--- src/rtl/frame_bit_tx.sv ---
// frame_bit_tx: frames a valid/ready bit-serial payload as SYNC word + payload + CRC-16/CCITT, MSB first.
// Define FRAME_SCRAMBLE_EN to add an additive x^7+x^4+1 payload scrambler (sync and CRC stay clear).
module frame_bit_tx #(
    parameter int unsigned PAYLOAD_BITS = 1976,
    parameter int unsigned SYNC_LEN     = 32,
    parameter logic [63:0] SYNC_WORD    = 64'h0000_0000_1ACF_FC1D,
    parameter logic [15:0] CRC_INIT     = 16'hFFFF
) (
    input  logic i_clk,
    input  logic i_reset,
    input  logic i_data,
    input  logic i_valid,
    output logic o_ready,
    output logic o_data,
    output logic o_valid,
    input  logic i_ready,
    output logic o_sof,
    output logic o_eof,
    output logic o_busy
);
    localparam int SW = $clog2(SYNC_LEN + 1);
    localparam int PW = $clog2(PAYLOAD_BITS + 1);

    localparam logic [1:0] ST_IDLE    = 2'd0;
    localparam logic [1:0] ST_SYNC    = 2'd1;
    localparam logic [1:0] ST_PAYLOAD = 2'd2;
    localparam logic [1:0] ST_CRC     = 2'd3;

    localparam logic [SW-1:0] SYNC_LAST = SW'(SYNC_LEN - 1);
    localparam logic [PW-1:0] PAY_LAST  = PW'(PAYLOAD_BITS - 1);
    localparam logic [5:0]    SYNC_TOP  = 6'(SYNC_LEN - 1);

    logic [1:0]    r_state;
    logic [SW-1:0] r_sync_cnt;
    logic [PW-1:0] r_pay_cnt;
    logic [3:0]    r_crc_cnt;
    logic [15:0]   r_crc;
    logic          r_data;
    logic          r_valid;
    logic          r_sof;
    logic          r_eof;

    logic          w_load;
    logic          w_sync_send;
    logic          w_sync_entry;
    logic [SW-1:0] w_sync_cnt;
    logic [5:0]    w_sync_idx;
    logic          w_crc_fb;
    logic [15:0]   w_crc_next;
    logic          w_pay_bit;

    assign w_load  = !r_valid || i_ready;
    assign o_ready = (r_state == ST_PAYLOAD) && w_load;
    assign o_data  = r_data;
    assign o_valid = r_valid;
    assign o_sof   = r_sof;
    assign o_eof   = r_eof;
    assign o_busy  = (r_state != ST_IDLE);

    // IDLE with data waiting acts as sync position 0, so the first sync bit loads on the frame-start edge.
    assign w_sync_send  = (r_state == ST_SYNC) || ((r_state == ST_IDLE) && i_valid);
    assign w_sync_cnt   = (r_state == ST_SYNC) ? r_sync_cnt : '0;
    assign w_sync_idx   = SYNC_TOP - 6'(w_sync_cnt);
    assign w_sync_entry = ((r_state == ST_IDLE) && i_valid) ||
                          ((r_state == ST_CRC) && w_load && (r_crc_cnt == 4'd15) && i_valid);

    assign w_crc_fb   = r_crc[15] ^ i_data;
    assign w_crc_next = {r_crc[14:0], 1'b0} ^ (w_crc_fb ? 16'h1021 : 16'h0000);

`ifdef FRAME_SCRAMBLE_EN
    logic [6:0] r_lfsr;

    assign w_pay_bit = i_data ^ r_lfsr[6];

    always_ff @(posedge i_clk) begin
        if (i_reset || w_sync_entry) begin
            r_lfsr <= 7'h7F;
        end else if (i_valid && o_ready) begin
            r_lfsr <= {r_lfsr[5:0], r_lfsr[6] ^ r_lfsr[3]};
        end
    end
`else
    assign w_pay_bit = i_data;
`endif

    always_ff @(posedge i_clk) begin
        if (i_reset) begin
            r_state    <= ST_IDLE;
            r_sync_cnt <= '0;
            r_pay_cnt  <= '0;
            r_crc_cnt  <= '0;
            r_crc      <= CRC_INIT;
            r_data     <= 1'b0;
            r_valid    <= 1'b0;
            r_sof      <= 1'b0;
            r_eof      <= 1'b0;
        end else begin
            // NOTE: non-blocking only; where two branches assign the same register, the later one wins.
            case (r_state)
                ST_IDLE, ST_SYNC: begin
                    if ((r_state == ST_IDLE) && i_valid) begin
                        r_state    <= ST_SYNC;
                        r_sync_cnt <= '0;
                    end
                    if (w_load) begin
                        r_valid <= w_sync_send;
                        r_data  <= w_sync_send && SYNC_WORD[w_sync_idx];
                        r_sof   <= w_sync_send && (w_sync_cnt == '0);
                        r_eof   <= 1'b0;
                        if (w_sync_send) begin
                            if (w_sync_cnt == SYNC_LAST) begin
                                r_state   <= ST_PAYLOAD;
                                r_pay_cnt <= '0;
                            end else begin
                                r_sync_cnt <= w_sync_cnt + SW'(1);
                            end
                        end
                    end
                end
                ST_PAYLOAD: begin
                    if (w_load) begin
                        r_valid <= i_valid;
                        r_sof   <= 1'b0;
                        r_eof   <= 1'b0;
                        if (i_valid) begin
                            r_data <= w_pay_bit;
                            r_crc  <= w_crc_next;
                            if (r_pay_cnt == PAY_LAST) begin
                                r_state   <= ST_CRC;
                                r_crc_cnt <= '0;
                            end else begin
                                r_pay_cnt <= r_pay_cnt + PW'(1);
                            end
                        end
                    end
                end
                ST_CRC: begin
                    if (w_load) begin
                        r_valid   <= 1'b1;
                        r_data    <= r_crc[15];
                        r_crc     <= {r_crc[14:0], 1'b0};
                        r_sof     <= 1'b0;
                        r_eof     <= (r_crc_cnt == 4'd15);
                        r_crc_cnt <= r_crc_cnt + 4'd1;
                        if (r_crc_cnt == 4'd15) begin
                            if (i_valid) begin
                                r_state    <= ST_SYNC;
                                r_sync_cnt <= '0;
                            end else begin
                                r_state <= ST_IDLE;
                            end
                        end
                    end
                end
                default: r_state <= ST_IDLE;
            endcase
            if (w_sync_entry) begin
                r_crc <= CRC_INIT;
            end
        end
    end
endmodule

--- config.mk ---
export PLATFORM = sky130hd
export DESIGN_NAME = frame_bit_tx
export DESIGN_NICKNAME = d
export VERILOG_FILES = /design/src/rtl/frame_bit_tx.sv
export SDC_FILE = /design/constraint.sdc
export NUM_CORES = 1
export LEC_CHECK = 0
export BUFFER_PORTS_ARGS = -buffer_cell sky130_fd_sc_hd__buf_2
export CAP_MARGIN = 20
export CELL_PAD_IN_SITES_DETAIL_PLACEMENT = 1
export CELL_PAD_IN_SITES_GLOBAL_PLACEMENT = 1
export CORE_MARGIN = 2
export CORE_UTILIZATION = 40
export DETAILED_ROUTE_END_ITERATION = 8
export GPL_TIMING_DRIVEN = 0
export HOLD_SLACK_MARGIN = 0.08
export PLACE_DENSITY_LB_ADDON = 0.1
export SETUP_SLACK_MARGIN = 0.05
export SLEW_MARGIN = 5
export SYNTH_ARGS = -nofsm -noshare
export SYNTH_HDL_FRONTEND = slang
export SYNTH_SLANG_ARGS = --single-unit
--- constraint.sdc ---
create_clock -name i_clk -period 1.57 [get_ports i_clk]
set_clock_uncertainty 0.1 [all_clocks]
set_input_delay 0.314 -clock i_clk [delete_from_list [all_inputs] [get_ports i_clk]]
set_output_delay 0.314 -clock i_clk [all_outputs]
set_load 0.005 [all_outputs]
After elaboration in Yosys (flattened, before gate mapping). Memory sizes are Yosys's and may differ from the RTL's. Cells that the tools add are included. W data, S select, Z words.

Bits in registers: 43. Input bits: 5. Bits in read-only memories: 64. Memories: 1. RAM bits: 0. Bits in latches: 0.

Divide/modulo/power cells: 0. Reduce and logical (&&, ||, !) cells: 30. Shifts and indexed selects: 0. Bitwise logic cells: 2. Order comparisons: 1. Equality and inequality tests: 18. Multiply operators: 0. $add $sub $neg: 4. Mux-type cells: 52.

Memory list: (name not given) (words 64, bits a word 1, read ports 1, clocked after Yosys merged registers in 0, wr ports 0, line 107) `r_data <= w_sync_send && SYNC_WORD[w_sync_idx];`.

Operators by type and width (number): $mux W11 (6); $mux W16 (3); $mux W6 (8); $pmux W16 S2 (1); $pmux W11 S2 (1); $mux W2 (9); $mux W4 (4); $ne A2 B2 Y1 const B (8); $xor A16 B13 Y16 (1); $mux W13 (1); $mux W1 (12); $pmux W6 S2 (1); $reduce_and A4 Y1 (3); $add A11 B1 Y11 const B (1); $eq A11 B11 Y1 const B (1); $reduce_and A5 Y1 (2); $ne A2 B1 Y1 const B (4); $pmux W4 S2 (1); $reduce_bool A2 Y1 (4); $logic_and A1 B1 Y1 (7); $lt A6 B7 Y1 const B (1); $reduce_and A7 Y1 (1); $add A6 B1 Y6 const B (1); $eq A6 B5 Y1 const B (1); 17 further kinds (25).

Logic depth before layout (Yosys ltp).
Depth after elaboration: 8. Mapped depth: 8.

Worst setup path after synthesis. No wires, ideal clock.

Path type: register to register. Start: reg r_pay_cnt[0]. End: reg r_pay_cnt[9]. Path slack: -171 ps. Clock period less this slack: 1741 ps. Path buffers: 0. Cell stages (with the launch flop): 7. Data required time: 1344 ps. Setup time: 126 ps. Arrival: 1515 ps. Cell sequence: dfxtp_1 ha_1 nand4_1 o311ai_4 a2111oi_1 xnor2_1 nor2_1.

Cells in the longest elaborated chain, start to end: 5.

Ends and longest elaborated chain: from (decl) (line 35) `logic [PW-1:0] r_pay_cnt;`; from (signal assigned) (line 132) `r_pay_cnt <= r_pay_cnt + PW'(1);`; $add A11 B1 Y11 (line 132); $mux W11 (line 128) `if (r_pay_cnt == PAY_LAST) begin`; $mux W11 (line 125) `if (i_valid) begin`; $mux W11 (line 121) `if (w_load) begin`; $pmux W11 S2 (line 99) `case (r_state)`.

Several ways; a longest one is shown, not always the timed one. The select of a mux whose other input is x is not followed. A chain may end at the register's enable or synchronous reset.

Final worst setup path.
Start: reg r_pay_cnt[1]. End: reg r_pay_cnt[7].

Same word-level chain as after synthesis.

==> results summary <==
The run finished, with violations left. The adder and majority cell fraction of the synthesized area came out at 1.75%. The clock slew at the register clock pins of the worst setup and hold paths is 0.08 ns. The worst pin sits at a relative slew slack of 61.3%. The final design utilization came out at 63.1%.

Setup repair after global routing could not meet its margin everywhere. The average via count per standard cell came out at 5.74. The count of flip-flops with a built-in enable after synthesis came out at 0. The final reports fail on negative setup slack. The post-synthesis to final-layout area growth came out at 51.2%.

The post-layout net count came out at 324. The number of maximum-capacitance violations is 0. The setup slack after layout came out at -0.325 ns. Counting along the longest clock path gives a buffer depth of 2. In this run the number of H-tree levels came out at 2. Before antenna repair, the detailed router went through 4 iterations. The weighted congestion at the end of routability-driven global placement came out at 0.765. The routed wire length came out at 7.88 mm.

The total clock buffers created by CTS is 5. The number of primary I/O pins is 11. The highest clock rate is 528 MHz. The critical path is of the register to register type. The mapped netlist covers 2150 um^2. The latest clock arrival within the worst-skew pair is 0.31 ns.

The total via count in the routed design is 2,223. The number of setup violations in the final report is 41. In this run the worst setup path begins at r_pay_cnt[1]$_SDFFE_PP0P_. In the final layout, flip-flops and latches occupy 890 um^2. After synthesis, the share of flip-flops with an asynchronous set or reset is 0%.

The floorplan die area came out at 5970 um^2. Summing the areas of all compound-gate instances in the mapped netlist gives 17.6% of the synthesized area. The number of endpoints with negative hold slack in the final report came to 0.

The layout has 584 filler cells. The multiplexer area fraction after synthesis is 0.991%. Once the floorplan was initialized, standard cells occupied 41.8% of the core. The placed wire-length estimate is 3.92 mm. Of the synthesized area, sequential elements account for 40.1%. The highest net fanout along the worst path is 6.

The minimum clock period after layout is 1.90 ns. The leading register cell type out of synthesis is sky130_fd_sc_hd__dfxtp_1. Counting every net in the synthesized netlist gives 266.

The total power divided by cell area came out at 669 nW/um^2. The worst slack at placement came out at -0.445 ns. Cells with a size suffix above 1 make up 46.1% of the layout.

IR analysis of the VDD net gives a maximum drop of 0.556 mV. The cell sitting at the root of the clock tree is a sky130_fd_sc_hd__clkbuf_8. The count of synthesis-stage warnings from yosys came out at 0.

The number of inserted diodes came out at 0. From left edge to right edge, the die measures 77.3 um. The standby leakage power came out at 1.25 nW. STA classifies the critical path endpoint as a register.

The number of DRC violations after detailed-routing iteration 0 is 90. The count of buffers from port buffering is 9. The via count of the first global-routing pass came out at 2,369. The area used by multi-input combinational logic came out at 1600 um^2. The cell count after synthesis is 258.

The path class of the tightest hold or removal check is input port to register. The first global-routing pass estimated 11.8 mm of wire. After synthesis, the largest family of logic cells by area is simple AND/OR/NAND/NOR gates.

TritonCTS built the clock tree. After Yosys synthesis, and, or, nand and nor cells account for 29.2% of the synthesized area. The region available for standard cell placement spans 5140 um^2.

The synthesized area divided by synthesized cell count is 8.32 um^2. Row generation in the floorplan step produced 26 rows. The measured slew at the worst slew-check pin is 0.580 ns. The maximum number of pins on one net before global-route repair came out at 15. The final period utilization is 121%. The worst hold path begins at i_valid. The required time at the worst-slack endpoint is 1.67 ns. The parity-gate share of the synthesized area counting xor and xnor cells came out at 6.53%. After detailed routing, the average wire length per cell comes to 20.4 um. After detailed routing, the number of remaining DRC violations is 0. The floorplan die height is 77.3 um. The number of pins exceeding their max-slew limit in the final report is 0. The number of different library cells used by synthesis comes to 49.

The startpoint identified for the worst register-to-register timing path is r_pay_cnt[1]$_SDFFE_PP0P_. The number of clock sinks is 43. The worst setup path is launched from a register. The arrival time of data at the critical path endpoint came out at 1.99 ns. In this run, synthesis produced a sequential element count of 43.

The total overflow reported by the global router is 0. The initial antenna violation count is 0. The overall track demand over capacity in global routing came out at 25.5%.

The number of nets with antenna violations after routing came out at 0.
==> logic make-up (layout without fill, tap and decap cells) <==
family | count (synthesis) | after routing
compound gates | 47 | 47
fa+ha+maj | 3 | 3
flops | 43 | 43
mux | 2 | 2
xor+xnor | 16 | 16
buf+inv | 19 | 78
simple gates | 128 | 128
==> timing repair <==
| action | in CTS | in global routing |
|---|---|---|
| gates cloned | 1 | 0 |
| hold buffers | 0 | 0 |
| buffers inserted | 34 | 10 |
| pin swaps | 30 | 24 |
| setup endpoints to repair | 42 | 43 |
| gates resized for setup | 72 | 24 |
==> synth_stat cells, types with 2 or more instances <==
cell	instances	area [um^2]
sky130_fd_sc_hd__a2111oi_1	3	30.0
sky130_fd_sc_hd__a2111oi_2	3	45.0
sky130_fd_sc_hd__a211oi_1	5	37.5
sky130_fd_sc_hd__a21o_1	3	22.5
sky130_fd_sc_hd__a21oi_1	11	55.1
sky130_fd_sc_hd__a22o_1	2	17.5
sky130_fd_sc_hd__a22oi_1	3	22.5
sky130_fd_sc_hd__buf_2	3	15.0
sky130_fd_sc_hd__clkbuf_1	7	26.3
sky130_fd_sc_hd__dfxtp_1	43	861
sky130_fd_sc_hd__ha_1	3	37.5
sky130_fd_sc_hd__inv_1	7	26.3
sky130_fd_sc_hd__nand2_1	44	165
sky130_fd_sc_hd__nand2b_1	2	12.5
sky130_fd_sc_hd__nand3_1	23	115
sky130_fd_sc_hd__nand4_1	7	43.8
sky130_fd_sc_hd__nor2_1	30	113
sky130_fd_sc_hd__nor2b_1	2	12.5
sky130_fd_sc_hd__nor3_1	5	25.0
sky130_fd_sc_hd__nor3b_2	2	25.0
sky130_fd_sc_hd__o211ai_1	3	22.5
sky130_fd_sc_hd__o21ai_0	3	15.0
sky130_fd_sc_hd__o221ai_1	2	17.5
sky130_fd_sc_hd__or2_2	3	18.8
sky130_fd_sc_hd__xnor2_1	13	114
sky130_fd_sc_hd__xor2_1	3	26.3
==> stage by stage <==
stage                     power (mW)  cell area (um^2)  std cells  hold slack [ns]  setup TNS, ns
after floorplan                 1.27              2260        258            0.340          -1.42
after global placement          1.32              2390        337            0.353         -11.63
after detailed placement        1.32              2390        337            0.360         -12.00
after CTS                       2.12              3070        378            0.326          -4.19
after global routing            2.24              3250        387            0.352         -10.23
final                           2.17              3250        387            0.346          -7.98
==> power breakdown <==
part / internal [mW] / leakage [nW] / switching (mW)
Sequential: 1.10 / 0.355 / 0.0120
Clock: 0.310 / 0.0402 / 0.419
Combinational: 0.145 / 0.855 / 0.190
Total: 1.55 / 1.25 / 0.621
==> critical path: stages, from the launching register on <==
cell and delay, ns:
sky130_fd_sc_hd__dfxtp_2 0.36, sky130_fd_sc_hd__ha_4 0.15, sky130_fd_sc_hd__nand4_1 0.16, sky130_fd_sc_hd__buf_4 0.19, sky130_fd_sc_hd__o311ai_4 0.27, sky130_fd_sc_hd__buf_6 0.20
sky130_fd_sc_hd__a2111oi_2 0.08, sky130_fd_sc_hd__xnor2_1 0.19, sky130_fd_sc_hd__nor2_1 0.07
==> registers in the layout, summed over array words and instances (netlist names) <==
name	cells
r_crc	16
r_pay_cnt	11
r_sync_cnt	6
r_crc_cnt	4
r_state	2
o_data	1
o_eof	1
o_sof	1
o_valid	1
==> worst paths after layout <==
kind	cells after the start	end	slack, ns
worst max-delay path	8	r_pay_cnt[7]$_SDFFE_PP0P_	-0.33
worst min register to register	2	r_crc[1]$_SDFFE_PP1P_	0.38
worst min-delay path	3	o_valid$_SDFFE_PP0P_	0.35
worst max register to register	8	r_pay_cnt[7]$_SDFFE_PP0P_	-0.33
==> placed cells by master, fill, tap and decap left out, types with 2 or more instances in the layout <==
cell,instances
sky130_fd_sc_hd__a22oi_2,2
sky130_fd_sc_hd__buf_8,2
sky130_fd_sc_hd__xnor2_1,12
sky130_fd_sc_hd__clkbuf_2,2
sky130_fd_sc_hd__buf_4,34
sky130_fd_sc_hd__a22o_1,2
sky130_fd_sc_hd__a2111oi_4,5
sky130_fd_sc_hd__nor2_4,2
sky130_fd_sc_hd__dfxtp_4,6
sky130_fd_sc_hd__nand3_1,8
sky130_fd_sc_hd__buf_6,11
sky130_fd_sc_hd__clkbuf_8,6
sky130_fd_sc_hd__nand4_1,7
sky130_fd_sc_hd__o21ai_1,2
sky130_fd_sc_hd__clkinvlp_4,3
sky130_fd_sc_hd__o211ai_1,3
sky130_fd_sc_hd__nor3_1,3
sky130_fd_sc_hd__a211oi_1,3
sky130_fd_sc_hd__nand2_1,40
sky130_fd_sc_hd__nand3_4,2
sky130_fd_sc_hd__nand2_4,2
sky130_fd_sc_hd__inv_1,5
sky130_fd_sc_hd__dfxtp_2,5
sky130_fd_sc_hd__nor2_1,27
sky130_fd_sc_hd__ha_4,3
sky130_fd_sc_hd__a211oi_2,2
sky130_fd_sc_hd__a21oi_1,6
sky130_fd_sc_hd__xor2_1,3
sky130_fd_sc_hd__or2_2,2
sky130_fd_sc_hd__nand3_2,13
sky130_fd_sc_hd__buf_12,2
sky130_fd_sc_hd__clkbuf_1,2
sky130_fd_sc_hd__a21oi_2,5
sky130_fd_sc_hd__nor3b_2,2
sky130_fd_sc_hd__o21ai_2,2
sky130_fd_sc_hd__buf_2,8
sky130_fd_sc_hd__dfxtp_1,32
sky130_fd_sc_hd__a21o_1,2
==> cell type report <==
class                      instances  area share (%)
multi-input combinational        196            49.4
sequential                        43            27.4
timing repair buffer              53            13.7
buffer                            10            3.12
tap                               70            2.70
clock buffer                       5            2.12
inverter                           7           0.925
clock inverter                     3           0.617
==> per-layer routing <==
layer,vias up,routed length (um),global-route usage (%)
met4,0,298,13.2
met3,27,206,4.47
met5,-,0,0
met2,53,3940,43.3
met1,1107,3430,30.7
li1,1036,-,-
No activity file was read; power rests on OpenSTA's default activity.
